<file path="src/rtl/seq_detector.sv">
// Serial pattern detector: programmable 1..MAX_LEN-bit pattern, with overlapping and non-overlapping modes and a saturating match counter.
// found is registered one cycle after the matching bit; there is no backpressure, and bits are taken whenever bit_valid is high.
module seq_detector #(
  parameter int MAX_LEN = 16,
  parameter int CNT_W   = 8,
  parameter int LEN_W   = $clog2(MAX_LEN + 1)
) (
  input  logic               clk,
  input  logic               rst_n,
  input  logic               cfg_load,
  input  logic [MAX_LEN-1:0] cfg_pattern,
  input  logic [LEN_W-1:0]   cfg_len,
  input  logic               cfg_overlap,
  input  logic               bit_valid,
  input  logic               bit_in,
  input  logic               clr_count,
  output logic               found,
  output logic [CNT_W-1:0]   match_count,
  output logic               count_sat
);

  typedef enum logic [1:0] {S_DISABLED, S_FILL, S_ARMED} state_t;

  localparam logic [MAX_LEN-1:0] DEF_PAT   = MAX_LEN'(5'b10110);
  localparam logic [LEN_W-1:0]   MAX_LEN_L = LEN_W'(MAX_LEN);
  localparam logic [LEN_W-1:0]   DEF_LEN   = (MAX_LEN < 5) ? MAX_LEN_L : LEN_W'(5);
  localparam logic [MAX_LEN:0]   ONE_EXT   = (MAX_LEN + 1)'(1);
  localparam logic [CNT_W-1:0]   CNT_MAX   = '1;

  state_t               r_state, w_state_nxt;
  logic [MAX_LEN-1:0]   r_pat, r_hist, w_hist_nxt, w_hist_shift, w_mask;
  logic [LEN_W-1:0]     r_len, r_fill, w_fill_nxt, w_len_clamp;
  logic                 r_ovl, r_found, r_sat, w_sat_nxt, w_sat_base, w_match;
  logic [CNT_W-1:0]     r_cnt, w_cnt_nxt, w_cnt_base, w_cnt_inc;
  logic [MAX_LEN:0]     w_mask_ext;
  logic [LEN_W:0]       w_fill_inc;

  assign w_len_clamp  = (cfg_len > MAX_LEN_L) ? MAX_LEN_L : cfg_len;
  assign w_hist_shift = {r_hist[MAX_LEN-2:0], bit_in};
  // Mask built one bit wider so len == MAX_LEN yields all ones without overflow.
  assign w_mask_ext   = (ONE_EXT << r_len) - ONE_EXT;
  assign w_mask       = w_mask_ext[MAX_LEN-1:0];
  assign w_fill_inc   = {1'b0, r_fill} + (LEN_W + 1)'(1);

  assign w_match = bit_valid && !cfg_load && (r_state != S_DISABLED) &&
                   (((w_hist_shift ^ r_pat) & w_mask) == '0) &&
                   (w_fill_inc >= {1'b0, r_len});

  always_comb begin
    w_state_nxt = r_state;
    w_fill_nxt  = r_fill;
    w_hist_nxt  = r_hist;
    if (cfg_load) begin
      w_hist_nxt  = '0;
      w_fill_nxt  = '0;
      w_state_nxt = (w_len_clamp == '0) ? S_DISABLED : S_FILL;
    end else if (bit_valid) begin
      w_hist_nxt = w_hist_shift;
      case (r_state)
        S_FILL: begin
          if (w_match && !r_ovl) begin
            w_fill_nxt = '0;
          end else begin
            w_fill_nxt = w_fill_inc[LEN_W-1:0];
            if (w_fill_inc == {1'b0, r_len}) w_state_nxt = S_ARMED;
          end
        end
        S_ARMED: begin
          if (w_match && !r_ovl) begin
            w_fill_nxt  = '0;
            w_state_nxt = S_FILL;
          end
        end
        default: w_state_nxt = r_state;
      endcase
    end
  end

  // Clear happens before count so a coincident match lands at 1.
  always_comb begin
    w_cnt_base = clr_count ? '0 : r_cnt;
    w_sat_base = clr_count ? 1'b0 : r_sat;
    w_cnt_inc  = w_cnt_base + CNT_W'(1);
    w_cnt_nxt  = w_cnt_base;
    w_sat_nxt  = w_sat_base;
    if (w_match && (w_cnt_base != CNT_MAX)) begin
      w_cnt_nxt = w_cnt_inc;
      w_sat_nxt = w_sat_base || (w_cnt_inc == CNT_MAX);
    end
  end

  always_ff @(posedge clk) begin
    if (!rst_n) begin
      r_state <= S_FILL;
      r_pat   <= DEF_PAT;
      r_len   <= DEF_LEN;
      r_ovl   <= 1'b1;
      r_hist  <= '0;
      r_fill  <= '0;
      r_found <= 1'b0;
      r_cnt   <= '0;
      r_sat   <= 1'b0;
    end else begin
      r_state <= w_state_nxt;
      r_hist  <= w_hist_nxt;
      r_fill  <= w_fill_nxt;
      r_found <= w_match;
      r_cnt   <= w_cnt_nxt;
      r_sat   <= w_sat_nxt;
      if (cfg_load) begin
        r_pat <= cfg_pattern;
        r_len <= w_len_clamp;
        r_ovl <= cfg_overlap;
      end
    end
  end

  assign found       = r_found;
  assign match_count = r_cnt;
  assign count_sat   = r_sat;

endmodule
</file>
<file path="config.mk">
export PLATFORM = sky130hd
export DESIGN_NAME = seq_detector
export DESIGN_NICKNAME = d
export VERILOG_FILES = /design/src/rtl/seq_detector.sv
export SDC_FILE = /design/constraint.sdc
export NUM_CORES = 1
export LEC_CHECK = 0
export ABC_AREA = 1
export BUFFER_PORTS_ARGS = -buffer_cell sky130_fd_sc_hd__buf_2
export CAP_MARGIN = 10
export CORE_MARGIN = 3
export CORE_UTILIZATION = 40
export CTS_CLUSTER_SIZE = 8
export DETAILED_ROUTE_END_ITERATION = 8
export HOLD_SLACK_MARGIN = 0.05
export PLACE_DENSITY = 0.65
export SKIP_LAST_GASP = 1
export SLEW_MARGIN = 10
export SYNTH_ARGS = -nofsm -noshare
export SYNTH_HDL_FRONTEND = slang
export SYNTH_SLANG_ARGS = --single-unit
</file>
<file path="constraint.sdc">
create_clock -name clk -period 5.5 [get_ports clk]
set_input_delay 1.1 -clock clk [delete_from_list [all_inputs] [get_ports clk]]
set_output_delay 1.1 -clock clk [all_outputs]
set_load 0.05 [all_outputs]
</file>
* Word level (Yosys, flattened, before mapping)
Cells that the tools add are included.
Word-level totals: bits in registers 54, output and inout port bits 10
Cells by class: add/subtract/negate cells 3, magnitude comparators 2, equal/unequal tests 9, shifts and indexed selects 1, multiplexer cells 15, bitwise logic cells 3, reduce and logical (&&, ||, !) cells 18
Operators by type and width (number):
- $and A16 B16 Y16 | 1
- $logic_not A16 Y1 | 1
- $mux W8 | 2
- $shl A1 B5 Y16 const A | 1
- $sub A16 B1 Y16 const B | 1
- $xor A16 B16 Y16 | 1
- $mux W5 | 3
- $mux W2 | 5
- $pmux W5 S2 | 1
- $ne A3 B3 Y1 const B | 3
- $add A8 B1 Y8 const B | 1
- $eq A8 B8 Y1 const B | 1
- $ne A8 B8 Y1 const B | 1
- $add A5 B1 Y6 const B | 1
- $eq A6 B5 Y1 | 1
- $ge A6 B5 Y1 | 1
- $logic_and A1 B1 Y1 | 6
- $reduce_bool A2 Y1 | 3
- $gt A5 B5 Y1 const B | 1
- $logic_not A5 Y1 | 1
- $reduce_and A5 Y1 | 1
- $pmux W2 S2 | 1
- $mux W1 | 3
- $reduce_and A3 Y1 | 1
- 8 further kinds | 9

* Logic depth before layout (Yosys ltp)
depth after elaboration 11, depth in mapped cells 18, depth with buffers taken out 18

* Worst setup path after synthesis
Ideal clock, no wire load.
path kind in2reg, start point input port clr_count, end point register r_cnt[7] (netlist: match_count[7]), library setup time 0.115 ns, arrival time 2.359 ns, setup slack 3.027 ns, cell stages on the path 8, buffers on the path 0, cell sequence inv_1 > nand2_1 > nor3_1 > nand3_1 > nor3_1 > mux2i_1 > nor2_2 > o21a_1
Between the ends: longest elaborated chain between the ends 4, elaborated cells between the ends (all ways) 5, classes of those cells add/sub: 1; eq/ne: 1; mux: 2; reduce/logical: 1
Ends and longest elaborated chain:
- start: declaration | line 16 | input logic clr_count,
- $mux W8 * | line 81 | w_cnt_base = clr_count ? '0 : r_cnt;
- branches (longest 2 deep; another with $add A8 B1 Y8)
- $mux W8 * | line 86 | if (w_match && (w_cnt_base != CNT_MAX)) begin
- end signal: assignment | line 108 | r_cnt <= w_cnt_nxt;
- end: declaration | line 34 | logic [CNT_W-1:0] r_cnt, w_cnt_nxt, w_cnt_base, w_cnt_inc;
Mark *: on every way between the ends. A chain may end at the register's enable or synchronous reset.

* Final worst setup path
start point register r_len[0], end point register r_state[0]
Between the ends: longest elaborated chain between the ends 9, elaborated cells between the ends (all ways) 13, classes of those cells add/sub: 1; order compare: 1; eq/ne: 4; shift: 1; bitwise: 1; reduce/logical: 5
Ends and longest elaborated chain:
- start: declaration | line 32 | logic [LEN_W-1:0] r_len, r_fill, w_fill_nxt, w_len_clamp;
- start signal: assignment | line 112 | r_len <= w_len_clamp;
- $shl A1 B5 Y16 | line 41 | assign w_mask_ext = (ONE_EXT << r_len) - ONE_EXT;
- $sub A16 B1 Y16 | line 41
- $and A16 B16 Y16 | line 46 | (((w_hist_shift ^ r_pat) & w_mask) == '0) &&
- $logic_not A16 Y1 | line 46
- $logic_and A1 B1 Y1 | line 45 | assign w_match = bit_valid && !cfg_load && (r_state != S_DISABLED) &&
- $logic_and A1 B1 Y1 | line 46
- $logic_and A1 B1 Y1 | line 61, 69
- $ne A3 B3 Y1 (no line)
- $reduce_and A5 Y1 (no line) *
- end signal: assignment | line 104 | r_state <= w_state_nxt;
- end: declaration | line 30 | state_t r_state, w_state_nxt;
Mark *: on every way between the ends. The rest lies on a longest branch, timed or not.

==> out/metrics.csv <==
stage,metric,value,unit
status,run status,"finished, final reports clean",
pwr,P_sw,235,uW
timing,fmax,0.371,GHz
clock_network,CTS max path bufs,2,
cells_and_area,Finished Layout Cells,540,
critical_path,FF-to-FF path depth,15,
synth,Cells after Synth,406,
grt,initial antenna violation count,0,
pwr,share of total power in the clock network,34.4,%
synth,"top cells by count, synth","nand2_1, dfxtp_1, inv_1, nor2_1, a21oi_1",
pwr,Sw Share,28.5,%
synth,Mapped Nets,443,
synth,top cell type's share of synthesized area,37.0,%
timing,Final Cycle Share,49.0,%
clock_network,Post-CTS Hold Fix Bufs,0,
timing,setup tns final,0,ps
floorplan,chip width,91.4,um
pwr,internal power,590,uW
critical_path,Worst Setup SP,r_len[0]$_SDFFE_PN1P_,
timing,final setup fails,0,
floorplan,Die Ht,91.4,um
detailed_routing,routed wire length,7260,um
critical_path,CP max stage cell,dfxtp_1,
pwr,Power Dens Cells,249,mW/mm^2
cells_and_area,NumNets Final,480,
clock_network,total CTS buffers,5,
floorplan,num rows,30,
grt,first-pass GRT wire length,12100,um
synth,"Seq/Total Area, Yosys",37.0,%
synth,most frequent cell after synthesis,nand2_1,
cells_and_area,n_diodes,0,
synth,Post-synth EDFFs,0,
synth,count of cell types in the netlist,39,
clock_network,TritonCTS clock tree,done,
timing,Period minus WS final,2700,ps
synth,Yosys warnings,0,
synth,Seq cells post-synth,54,
critical_path,R2R Setup Slk,2800,ps
critical_path,CP cell instances,inv_2 -> nor2_1 -> nand2_1 -> ha_1 -> a21oi_1 -> o21ai_0 -> nand3_1 -> nor2_2 -> nand2_1 -> nor3_4 -> nand3_2 -> nand2_1 -> nand3_1 -> nand3_1 -> nand3_1,
synth,async set-or-reset flop fraction in the synthesized netlist,0,%
timing,"Slew Viols, Final",0,
timing,clk_skew,6.03,ps
detailed_routing,Via Count,2760,
floorplan,# IOs,38,
clock_network,CTS H-tree depth,2,
grt,largest net degree at the start of global routing,26,
clock_network,CTS resizes,0,
pwr,Leakage,1.47,nW
critical_path,worst-path maximum fanout,7,
synth,biggest area consumer among synthesized cells,dfxtp_1,
grt,total track usage,17.6,%
detailed_routing,WL/cell,13.4,um
flow_run,maxcap violations,0,
detailed_routing,1st-iter DRT viols,163,
critical_path,Crit Path Class,reg -> reg,
place,gpl congestion,0.961,
place,port bufs,37,
floorplan,initial core utilization,42.1,%
timing,Worst-Margin Slew,590,ps
clock_network,setup bufs post-CTS,0,
critical_path,CP Capture Type,register,
pwr,Comb pwr share,14.8,%
grt,vias in the first global route,2576,
pwr,peak supply drop,0.000142,V
place,HPWL Detailed,5380,um
cells_and_area,Area Overhead vs Synth,13.4,%
pwr,sequential share of power,50.8,%
critical_path,Required @ worst endpoint,5710,ps
grt,GR Overflow Total,0,
place,placed cell count,532,
critical_path,Worst Path Arrival,2900,ps
clock_network,clk slew on worst S/H paths,110,ps
cells_and_area,layout cell share with drive strength beyond 1,16.2,%
critical_path,Worst setup SP type,register,
critical_path,reg2reg end,r_state[0]$_SDFFE_PN1P_,
synth,top_reg_cell synth,dfxtp_1,
critical_path,crit path to,r_state[0]$_SDFFE_PN1P_,
clock_network,Clock Latency Late Sink,310,ps
detailed_routing,Antenna Nets Post-Route,0,
clock_network,clk sink count,54,
critical_path,"slowest stage delay, CP",560,ps
critical_path,"Top cell by count, worst path",nand3_1,
clock_network,Clock Tree Root,clkbuf_8,
synth,ranking of synthesized cells by area,"dfxtp_1, nand2_1, a21oi_1",
floorplan,CORE AREA,0.00694,sq mm
synth,synthesized cell area,0.00292,sq mm
timing,final hold violations,0,
min_path,Hold Path Class,reg -> reg,
floorplan,Die ar.,0.00836,sq mm
detailed_routing,drc violations,0,
timing,Worst slew margin,60.6,%
synth,Mapped Avg Cell Area,7.19,sq um
detailed_routing,vias per cell,5.11,
timing,RSZ-0062 raised after global routing,no,
detailed_routing,Pre-antenna DRT Iters,4,
critical_path,RR Startpoint,r_len[0]$_SDFFE_PN1P_,
## area by class of cell
cell class              count  area, sq um
fillers                   709         3630
clock inverters             3         47.5
clock buffers               5         68.8
well taps                  96          120
repair buffers             38          193
inverters                  45          169
multi-input cells         299         1630
flip-flops and latches     54         1080
## worst max-delay path, delay by kind of cell, from the launching register on
kind                     cells  cell delay (ps)
AO/OA/AOI/OAI                2              150
adder cells (fa/ha/maj)      1              300
buffers and inverters        1               70
flip-flops                   1              560
AND/OR/NAND/NOR             11             1490
## sequential cells by signal (all words and copies together) (netlist names)
signal       count
r_state          2
r_ovl            1
found            1
r_hist          15
r_len            5
match_count      8
r_fill           5
count_sat        1
r_pat           16
## routing by layer
layer | GRT usage (%) | vias to the layer above | share of wire (%)
li1 | - | 1413 | -
met1 | 24.2 | 1261 | 50
met2 | 27.9 | 75 | 44
met3 | 2.82 | 11 | 4.3
met4 | 6.16 | 0 | 1.7
met5 | 0 | - | 0
## worst min-delay path by stage
stage,from,end,slack [ps],cells after the start
after floorplan,r_pat[2]$_SDFFE_PN1P_,r_pat[2]$_SDFFE_PN1P_,450,2
after global placement,r_hist[14]$_SDFFE_PP0P_,r_hist[14]$_SDFFE_PP0P_,470,2
after detailed placement,count_sat$_SDFF_PN0_,count_sat$_SDFF_PN0_,460,2
after CTS,count_sat$_SDFF_PN0_,count_sat$_SDFF_PN0_,480,2
after global routing,count_sat$_SDFF_PN0_,count_sat$_SDFF_PN0_,500,2
final,count_sat$_SDFF_PN0_,count_sat$_SDFF_PN0_,480,2
## per-stage QoR
stage	power [mW]	instance area, sq um	worst slack [ps]	hold slack [ps]	util [%]
2_1_floorplan	0.511	2920	3030	449	-
3_3_place_gp	0.546	3200	2680	468	46.0
3_5_place_dp	0.548	3200	2580	462	46.0
4_1_cts	0.830	3310	2830	479	47.7
5_1_grt	0.862	3310	2590	503	47.7
6_report	0.825	3310	2800	478	47.7
## cells in the final DEF (no fill, tap or decap), types with 3 or more instances in the layout
cell type,netlist,final
nand3_1,31,31
nor2_2,6,6
ha_1,9,9
inv_1,37,37
a22o_1,10,10
nand4_1,6,6
o21ai_0,18,18
nor3_1,3,3
clkbuf_8,0,5
nand2_1,92,92
dfxtp_1,54,54
nor2_1,37,37
o21ai_1,5,5
xor2_1,13,13
inv_2,7,7
a21oi_1,35,35
nand2_2,3,3
xnor2_1,5,5
buf_2,0,37
## power groups by stage
stage	sequential [mW]	clock, mW	combinational (mW)
floorplan	0.424	0	0.0870
global placement	0.427	0	0.120
detailed placement	0.427	0	0.121
CTS	0.418	0.290	0.122
global route	0.420	0.303	0.138
finish	0.419	0.284	0.122
## cell families (layout without fill, tap and decap cells)
family | Yosys count | in the layout | synth area share (%)
buffers and inverters | 53 | 91 | 7.07
XOR/XNOR | 18 | 18 | 5.40
adder cells (fa/ha/maj) | 9 | 9 | 3.86
AND/OR/NAND/NOR | 193 | 193 | 30.8
flip-flops | 54 | 54 | 37.0
multiplexers | 1 | 1 | 0.343
AO/OA/AOI/OAI | 78 | 78 | 15.5
(Power assumes the default switching activity.)
